===== config.mk =====
export PLATFORM = sky130hd
export DESIGN_NAME = mem_arbiter
export DESIGN_NICKNAME = d
export VERILOG_FILES = /design/src/rtl/mem_arbiter.sv
export SDC_FILE = /design/constraint.sdc
export NUM_CORES = 1
export LEC_CHECK = 0
export BUFFER_PORTS_ARGS = -buffer_cell sky130_fd_sc_hd__buf_2
export CORE_UTILIZATION = 38
export DETAILED_ROUTE_END_ITERATION = 8
export GPL_TIMING_DRIVEN = 1
export MAX_ROUTING_LAYER = met4
export PLACE_DENSITY = 0.77
export SYNTH_ARGS = -nofsm -noshare
export SYNTH_HDL_FRONTEND = slang
export SYNTH_SLANG_ARGS = --single-unit

===== constraint.sdc =====
create_clock -name clk -period 1.6 [get_ports clk]
set_input_delay 0.16 -clock clk [delete_from_list [all_inputs] [get_ports clk]]
set_output_delay 0.16 -clock clk [all_outputs]
set_load 0.05 [all_outputs]

===== src/rtl/mem_arbiter.sv =====
// Two-requester round-robin arbiter in front of a single-port memory with one-cycle read latency.
// Define MEM_ARB_GNT_CNT_EN to add saturating per-requester grant counters (gnt_cnt0/gnt_cnt1).
module mem_arbiter #(
  parameter int ADDR_WIDTH = 2,
  parameter int DATA_WIDTH = 8
) (
  input  logic                  clk,
  input  logic                  reset,
  input  logic                  req0,
  input  logic                  we0,
  input  logic [ADDR_WIDTH-1:0] addr0,
  input  logic [DATA_WIDTH-1:0] wdata0,
  input  logic                  req1,
  input  logic                  we1,
  input  logic [ADDR_WIDTH-1:0] addr1,
  input  logic [DATA_WIDTH-1:0] wdata1,
  output logic                  gnt0,
  output logic                  gnt1,
  output logic                  rvalid0,
  output logic                  rvalid1,
  output logic [DATA_WIDTH-1:0] rdata,
  output logic [ADDR_WIDTH-1:0] mem_addr,
  output logic                  mem_wr_en,
  output logic                  mem_rd_en,
  output logic [DATA_WIDTH-1:0] mem_wdata,
  input  logic [DATA_WIDTH-1:0] mem_rdata
`ifdef MEM_ARB_GNT_CNT_EN
  ,
  output logic [15:0]           gnt_cnt0,
  output logic [15:0]           gnt_cnt1
`endif
);

  logic                  last_gnt;   // 1 = requester 1 was granted most recently
  logic                  rd_pend0;
  logic                  rd_pend1;
  logic                  any_gnt;
  logic                  sel_we;
  logic [ADDR_WIDTH-1:0] sel_addr;
  logic [DATA_WIDTH-1:0] sel_wdata;

  // NOTE: every output of a combinational block gets a default first so no path can infer a latch.
  always_comb begin
    gnt0 = 1'b0;
    gnt1 = 1'b0;
    if (!reset) begin
      if (req0 && (!req1 || last_gnt)) gnt0 = 1'b1;
      else if (req1)                   gnt1 = 1'b1;
    end
  end

  assign any_gnt   = gnt0 | gnt1;
  assign sel_we    = gnt1 ? we1    : we0;
  assign sel_addr  = gnt1 ? addr1  : addr0;
  assign sel_wdata = gnt1 ? wdata1 : wdata0;
  assign rdata     = mem_rdata;

  // Read return pipeline: grant -> rd_pend (with mem_rd_en) -> rvalid (with mem_rdata).
  // NOTE: sequential state uses non-blocking assignments so every flop samples pre-edge values.
  always_ff @(posedge clk) begin
    if (reset) begin
      last_gnt  <= 1'b1;
      mem_addr  <= '0;
      mem_wdata <= '0;
      mem_wr_en <= 1'b0;
      mem_rd_en <= 1'b0;
      rd_pend0  <= 1'b0;
      rd_pend1  <= 1'b0;
      rvalid0   <= 1'b0;
      rvalid1   <= 1'b0;
    end else begin
      if (any_gnt) begin
        last_gnt  <= gnt1;
        mem_addr  <= sel_addr;
        mem_wdata <= sel_wdata;
      end
      mem_wr_en <= any_gnt & sel_we;
      mem_rd_en <= any_gnt & ~sel_we;
      rd_pend0  <= gnt0 & ~we0;
      rd_pend1  <= gnt1 & ~we1;
      rvalid0   <= rd_pend0;
      rvalid1   <= rd_pend1;
    end
  end

`ifdef MEM_ARB_GNT_CNT_EN
  always_ff @(posedge clk) begin
    if (reset) begin
      gnt_cnt0 <= '0;
      gnt_cnt1 <= '0;
    end else begin
      if (gnt0 && gnt_cnt0 != 16'hFFFF) gnt_cnt0 <= gnt_cnt0 + 16'd1;
      if (gnt1 && gnt_cnt1 != 16'hFFFF) gnt_cnt1 <= gnt_cnt1 + 16'd1;
    end
  end
`endif

endmodule

==> results_dict.tcl, run 1 <==
set metrics [dict create \
    numCtsBuffers 3 \
    remaining_drc_errors 0 \
    multi_input_area_um2 297 \
    die-area_um2 2210 \
    rows 15 \
    hold_buffers 0 \
    core_area_um2 1800 \
    place_ws_ps 326 \
    layout-drive-gt1-share_pct 46.8 \
    dp.cells 132 \
    vias 682 \
    regArea_um2 340 \
    cts_tree "yes" \
    path_clk_slew_ps 100 \
    drtIter0Drc 17 \
    fin_ws_ps 101 \
    hpwl_mm 1.15 \
    postRouteAntennaNets 0 \
    skew_ps 6.47 \
    worstPathArrival_ps 1340 \
    ys_seq_area_share_pct 44.3 \
    syn_nets 112 \
    final_common_cell "buf_2" \
    cts-root-buf "clkbuf_4" \
    synthDistinctLibCells 18 \
    gr-usage-met3_pct 5.00 \
    ir_drop_mv 0.427 \
    min_path_type "primary input to flop" \
    busiest_layer "met2" \
    ys_ff_latch 17 \
    syn_inst 78 \
    worst_pin_slew_ps 643 \
    die_w_um 47.0 \
    worstSetupPathType "flop to output pin" \
    met1_usage_pct 21.2 \
    drv_cap 0 \
    most-common-layout-cells "buf_2, dfxtp_1, inv_1" \
    dr.pass1.iters 4 \
    status "completed" \
    via_per_inst 5.01 \
    cts_buffer_depth 2 \
    cellLeakagePower_nw 0.493 \
    syn_to_final_growth_pct 24.4 \
    slew_headroom_pct 56.9 \
    initial_core_util_pct 42.6 \
    port_buffers 41 \
    yosysWarnings 0 \
    rsz0062_at_grt "no" \
    end_kind "output pin" \
    power_w 0.000921 \
    cp-start-kind "flop" \
    wire_per_inst_um 12.1 \
    routed_wl_mm 1.64 \
    grt_antenna_before_repair 0 \
    post-route-period-util_pct 93.7 \
    max_freq_mhz 667 \
    antenna_cells 0 \
    syn_area_um2 768 \
    final_cells 136 \
    cp.required_ps 1440 \
    clk_latency_ps 280 \
    grt_max_degree 17 \
    tns_ps 0 \
    num-nets-final 146 \
    cp_max_fo 12 \
    nFillCells 181 \
    setup_viol 0 \
    power_density_nw_per_um2 963 \
    grt_overflow_total 0 \
    gp_congestion 0.648 \
    globalRouteTotalUtil_pct 15.8 \
    die_h_um 47.0 \
    drv_slew 0 \
    finalCriticalPeriod_ps 1500 \
    grt_pass1_vias 557 \
    numClockSinks 17 \
    syn_area_per_cell_um2 9.85 \
    use_met2_pct 21.4 \
    hold_viol 0 \
    htree_num_levels 1 \
    grt_pass1_wl_mm 2.37 \
    ios 58 \
]
-- through the flow --
step,instance area [um2],hold slack [ps],util [%]
after floorplan,768,232,-
after global placement,922,320,51.2
after detailed placement,922,320,51.2
after CTS,952,26.0,52.8
after global routing,956,20.4,53.1
final,956,34.3,53.1
-- per-layer routing --
layer  share of wire (%)  routed length (um)  vias up
li1                    -                   -      349
met3                 9.8                 161        0
met2                  41                 671       41
met5                   0                   0        -
met1                  49                 807      292
met4                   0                   0        0
-- cell type report --
| class | count | area share (%) |
|---|---|---|
| Clock buffer | 3 | 2.36 |
| Clock inverter | 1 | 0.524 |
| Sequential cell | 17 | 35.6 |
| Multi-Input combinational cell | 35 | 31.0 |
| Timing Repair Buffer | 41 | 21.7 |
| Inverter | 14 | 5.50 |
| Tap cell | 25 | 3.27 |
-- sequential cells by signal (all words and copies together), names as in the netlist --
register   count
last_gnt       1
mem_addr       2
rd_pend0       1
mem_rd_en      1
mem_wdata      8
rvalid1        1
mem_wr_en      1
rd_pend1       1
rvalid0        1
-- logic make-up after synthesis --
group / Yosys count / share of synthesized area, %
buffers and inverters: 26 / 17.6
flip-flops: 17 / 44.3
AND/OR/NAND/NOR: 10 / 9.94
AO/OA/AOI/OAI: 25 / 28.2
-- worst paths after layout --
path / slack, ps / startpoint / depth (start not counted) / endpoint
max: 100 / last_gnt / 4 / gnt0
min reg2reg: 450 / rd_pend1 / 1 / rvalid1
max reg2reg: 430 / last_gnt / 3 / mem_addr[1]
min: 30 / we1 / 2 / rd_pend1
-- power by group --
part	leakage [nW]	total [W]	switching (W)	internal, W
Clock	0.0177	0.000223	0.000130	0.0000927
Combinational	0.335	0.000233	0.000161	0.0000726
Sequential	0.140	0.000464	0.0000124	0.000452
-- cells in the mapped netlist (all sizes together) --
cell type | number | area, um2
a2111oi | 10 | 87.6
a21oi | 2 | 10.0
a221o | 10 | 100
a31o | 1 | 8.76
and2 | 1 | 7.51
and3 | 2 | 18.8
and3b | 1 | 8.76
buf | 9 | 71.3
clkbuf | 3 | 11.3
dfxtp | 17 | 340
inv | 14 | 52.6
nand2 | 1 | 6.26
nand4 | 1 | 6.26
nor2b | 3 | 18.8
nor3 | 1 | 10.0
o21ai | 2 | 10.0
-- what timing repair did --
action	4_1_cts	5_1_grt
setup endpoints to repair	1	1
pin swaps	0	0
resized for setup	1	1
buffers inserted	0	0
-- critical path: stages, from the launching register on --
cell,delay [ps]
dfxtp_1,330
inv_1,240
a21oi_2,110
and2_2,200
buf_4,180
Note: power is estimated with default switching activity, not from simulation.
==> run 2, diff against run 1 <==
Settings changed: CELL_PAD_IN_SITES_DETAIL_PLACEMENT set to 0, CELL_PAD_IN_SITES_GLOBAL_PLACEMENT set to 2, CORE_UTILIZATION 38 to 20, PLACE_DENSITY 0.77 to unset, PLACE_DENSITY_LB_ADDON set to 0.1.
==> run 2 against run 1 <==
  * Via count increased by 0.88%
  * Clock skew decreased by 3.5 ps
  * Routed wire length increased by 21%
  * Clock power increased by 46%
  * Worst setup slack improved by 47 ps
  * Critical path type unchanged
  * Critical endpoint unchanged
  * Largest cell class unchanged
  * Highest routed layer is now met4
==> results_dict.tcl, run 2 (synthesis gave the netlist of run 1 again) <==
set metrics [dict create \
    status "completed" \
    p_comb_share_pct 23.1 \
    cts_buffer_depth 2 \
    worstPathArrival_ps 1290 \
    cts_tree "yes" \
    routed_wl_mm 1.99 \
    cts_setup_buffers 0 \
    initial_core_util_pct 21.0 \
    remaining_drc_errors 0 \
    worst_path_max_delay_cell "dfxtp_1" \
    vias 688 \
    tns_ps 0 \
    ios 58 \
    num-nets-final 147 \
    grt_overflow_total 0 \
    grt_antenna_before_repair 0 \
    largest-register "mem_wdata" \
    grt_pass1_wl_mm 3.32 \
    min-delay-start "we1" \
    hold_depth 2 \
    setup_viol 0 \
    clkPwrFrac_pct 31.6 \
    reg2reg_from "last_gnt" \
    finalCriticalPeriod_ps 1450 \
    postRouteAntennaNets 0 \
    ir_drop_mv 0.296 \
    syn_to_final_growth_pct 31.3 \
    worstRegToRegCells 4 \
    drv_slew 0 \
    p_switching_w 0.000330 \
    die_h_um 64.0 \
    cts-root-buf "clkbuf_8" \
    numClockSinks 17 \
    clk_latency_ps 250 \
    die-area_um2 4090 \
    place_ws_ps 311 \
    cp_max_fo 6 \
    numCtsBuffers 3 \
    end_kind "output pin" \
    design_area_um2 1010 \
    worst_pin_slew_ps 687 \
    drv_cap 0 \
    worst_path_largest_cell_delay_ps 350 \
    antenna_cells 0 \
    largest_reg_flops 8 \
    final_core_util_pct 27.5 \
    gp_congestion 0.595 \
    core_area_um2 3660 \
    placed_area_um2 958 \
    most-common-layout-cells "buf_2, dfxtp_1, inv_1" \
    internal-power_w 0.000699 \
    htree_num_levels 1 \
    globalRouteTotalUtil_pct 11.0 \
    slew_headroom_pct 54.0 \
    port_buffers 41 \
    reg_top3 "mem_wdata (8), mem_addr (2)" \
    skew_ps 2.99 \
    rows 22 \
    worstSetupPathType "flop to output pin" \
    hold_buffers 0 \
    rrSetupSlack_ps 340 \
    cellLeakagePower_nw 0.505 \
    grt_max_degree 17 \
    hold_viol 0 \
    via_per_inst 4.30 \
    post-route-period-util_pct 90.8 \
    die_w_um 64.0 \
    path_clk_slew_ps 70 \
    drtIter0Drc 16 \
    wire_per_inst_um 12.4 \
    grt_pass1_vias 682 \
    cts_resized 0 \
    holdPathEnd "rd_pend1" \
    max_freq_mhz 689 \
    power_density_nw_per_um2 1020 \
    min_path_type "primary input to flop" \
    hold_ws_ps 81.1 \
    layout-drive-gt1-share_pct 47.3 \
    rsz0062_at_grt "no" \
    final_common_cell "buf_2" \
    fin_ws_ps 148 \
    cp-start-kind "flop" \
    hpwl_mm 1.48 \
    switching_share_pct 32.1 \
    p_seq_share_pct 45.2 \
    dr.pass1.iters 4 \
    path_cells "inv_1 -> a21oi_2 -> and2_2 -> buf_2" \
    rr_endpoint "mem_addr[1]" \
    cp.required_ps 1440 \
]
-- run 2: changes by cell type in the layout (fill, tap and decap cells not counted) --
cell | before | now
clkbuf_8 | 0 | 3
clkbuf_4 | 3 | 0
buf_2 | 40 | 41
-- run 2: final cells by class --
cell class / instances / area [um2]
clock buffers: 3 / 41.3
clock inverters: 1 / 5.00
fillers: 418 / 2650
inverters: 14 / 52.6
multi-input cells: 35 / 297
flip-flops and latches: 17 / 340
well taps: 48 / 60.1
repair buffers: 42 / 213
-- run 2: worst max path at each step --
| stage | startpoint | endpoint | slack, ps | cells after the start |
|---|---|---|---|---|
| after floorplan | last_gnt | gnt0 | 420 | 4 |
| after global placement | last_gnt | mem_addr[1] | 320 | 4 |
| after detailed placement | reset | mem_wdata[0] | 310 | 3 |
| final | last_gnt | gnt0 | 150 | 4 |
| after global routing | last_gnt | gnt0 | 50 | 4 |
| after CTS | last_gnt | gnt0 | 80 | 4 |
-- run 2: worst max-delay path, delay by kind of cell (launching register included) --
family | cells | cell delay [ps]
buffers and inverters | 2 | 360
flip-flops | 1 | 350
AO/OA/AOI/OAI | 1 | 180
AND/OR/NAND/NOR | 1 | 150
-- run 2: stage by stage --
stage / cells / power, W
6_report: 160 / 0.00103
5_1_grt: 160 / 0.00108
4_1_cts: 160 / 0.00105
3_5_place_dp: 156 / 0.000715
3_3_place_gp: 156 / 0.000714
2_1_floorplan: 78 / 0.000690
-- run 2: routing by layer --
metal  global-route usage, %  wire length, um  up-vias
met4                    5.11               14        0
met1                    15.1              996      306
met5                       -                0        -
met3                    2.68              146        2
li1                        -                -      354
met2                    14.9              831       26
-- run 2: power by group through the flow --
stage	Clock, W	Sequential, W	Combinational, W
after global routing	0.000359	0.000469	0.000257
after floorplan	0	0.000562	0.000128
after CTS	0.000340	0.000465	0.000240
after global placement	0	0.000475	0.000239
final	0.000326	0.000465	0.000238
after detailed placement	0	0.000475	0.000240
==> run 3, diff against run 2 <==
Settings changed: BUFFER_PORTS_ARGS -buffer_cell sky130_fd_sc_hd__buf_2 to -buffer_cell sky130_fd_sc_hd__buf_4.
==> run 3 against run 2 <==
  * Sequential cell count unchanged
  * Die area unchanged
  * Clock power down 2%
  * Register-to-register slack worse by 90 ps
  * Highest routed layer unchanged
  * Non-clock buffer count unchanged
  * Core utilization up 2.9 points
  * Worst setup slack better by 44 ps
  * Critical path type unchanged
  * Via count down 0.15%
  * Final area up 11%
  * Critical path depth unchanged
  * First-iteration DRC count up 25%
==> results_dict.tcl, run 3 (synthesis gave the netlist of run 1 again) <==
set metrics [dict create \
    status "completed" \
    syn_to_final_growth_pct 45.1 \
    power_w 0.00106 \
    num-nets-final 147 \
    worst_pin_slew_ps 678 \
    largest_reg_flops 8 \
    worst_path_largest_cell_delay_ps 390 \
    post-route-period-util_pct 88.0 \
    final_common_cell "buf_4" \
    crit_family "flip-flops" \
    rrSetupSlack_ps 250 \
    worst_path_max_delay_cell "dfxtp_1" \
    vias 687 \
    grt_overflow_total 0 \
    cts_tree "yes" \
    power_density_nw_per_um2 951 \
    grt_max_degree 17 \
    slew_headroom_pct 54.5 \
    grt_pass1_vias 686 \
    ios 58 \
    busiest_layer "met2" \
    die-area_um2 4090 \
    setup_viol 0 \
    hold_ws_ps 78.4 \
    reg_top3 "mem_wdata (8), mem_addr (2)" \
    core_area_um2 3660 \
    cts-root-buf "clkbuf_8" \
    use_met2_pct 15.8 \
    drtIter0Drc 20 \
    path_cells "clkinvlp_4 -> a21oi_2 -> and2_2 -> buf_4" \
    min_path_type "primary input to flop" \
    clk_latency_ps 250 \
    numCtsBuffers 3 \
    worstSetupPathType "flop to output pin" \
    p_comb_share_pct 25.6 \
    drv_cap 0 \
    rows 22 \
    p_seq_share_pct 44.1 \
    end_kind "output pin" \
    antenna_cells 0 \
    hold_viol 0 \
    path_clk_slew_ps 70 \
    dp.cells 155 \
    dr.pass1.iters 3 \
    cp-start-kind "flop" \
    gp_congestion 0.657 \
    via_per_inst 4.29 \
    die_h_um 64.0 \
    globalRouteTotalUtil_pct 10.9 \
    gr-usage-met3_pct 3.04 \
    grt_antenna_before_repair 0 \
    routed_wl_mm 2.00 \
    layout-drive-gt1-share_pct 48.2 \
    p_switching_w 0.000328 \
    cp.required_ps 1440 \
    cts_buffer_depth 2 \
    port_buffers 41 \
    internal-power_w 0.000732 \
    drv_slew 0 \
    final_cells 160 \
    initial_core_util_pct 21.0 \
    remaining_drc_errors 0 \
    clkPwrFrac_pct 30.3 \
    cp_num_buf_inv 2 \
    switching_share_pct 30.9 \
    htree_num_levels 1 \
    finalCriticalPeriod_ps 1410 \
    hpwl_mm 1.46 \
    ir_drop_mv 0.281 \
    max_freq_mhz 710 \
    postRouteAntennaNets 0 \
    cp_max_fo 3 \
    numClockSinks 17 \
    tns_ps 0 \
    hold_buffers 0 \
    grt_pass1_wl_mm 3.31 \
    largest-register "mem_wdata" \
    wire_per_inst_um 12.5 \
    nFillCells 402 \
    most-common-layout-cells "buf_4, dfxtp_1, inv_1" \
    die_w_um 64.0 \
    skew_ps 2.92 \
    met1_usage_pct 13.8 \
    rsz0062_at_grt "no" \
    worstPathArrival_ps 1250 \
    cellLeakagePower_nw 0.523 \
]
run 3: layout make-up:
cell class | count | area, um2 | area share [%]
clock buffer | 3 | 41.3 | 3.70
tap | 48 | 60.1 | 5.39
clock inverter | 1 | 5.00 | 0.449
inverter | 14 | 56.3 | 5.05
sequential | 17 | 340 | 30.5
multi-input combinational | 35 | 297 | 26.6
timing repair buffer | 42 | 315 | 28.3
run 3: power by group through the flow:
stage	clock network (W)	logic, W	registers [W]
global route	0.000359	0.000292	0.000470
CTS	0.000344	0.000271	0.000467
finish	0.000321	0.000271	0.000468
floorplan	0	0.000128	0.000562
detailed placement	0	0.000270	0.000476
global placement	0	0.000271	0.000475
run 3: timing repair:
| action | 4_1_cts | 5_1_grt |
|---|---|---|
| gates resized for setup | 0 | 2 |
| endpoints found under the setup margin | 0 | 1 |
| buffers inserted | 0 | 1 |
run 3: stage by stage:
stage / worst slack [ps] / instance area, um2 / util [%]
after floorplan: 417 / 768 / -
after global placement: 290 / 1050 / 28.8
after detailed placement: 300 / 1050 / 28.8
after CTS: 65.8 / 1100 / 30.0
after global routing: 71.5 / 1110 / 30.5
final: 192 / 1110 / 30.5
run 3: worst paths after layout:
path | start | endpoint | cells past startpoint
worst max-delay path | last_gnt | gnt0 | 4
worst min-delay path | we1 | rd_pend1 | 2
worst max register to register | last_gnt | mem_addr[1] | 4
worst min register to register | rd_pend1 | rvalid1 | 1
run 3: routing by layer:
metal | up-vias | part of all wire [%]
li1 | 352 | -
met1 | 307 | 48
met3 | 2 | 7.0
met4 | 0 | 0.85
met5 | - | 0
met2 | 26 | 45
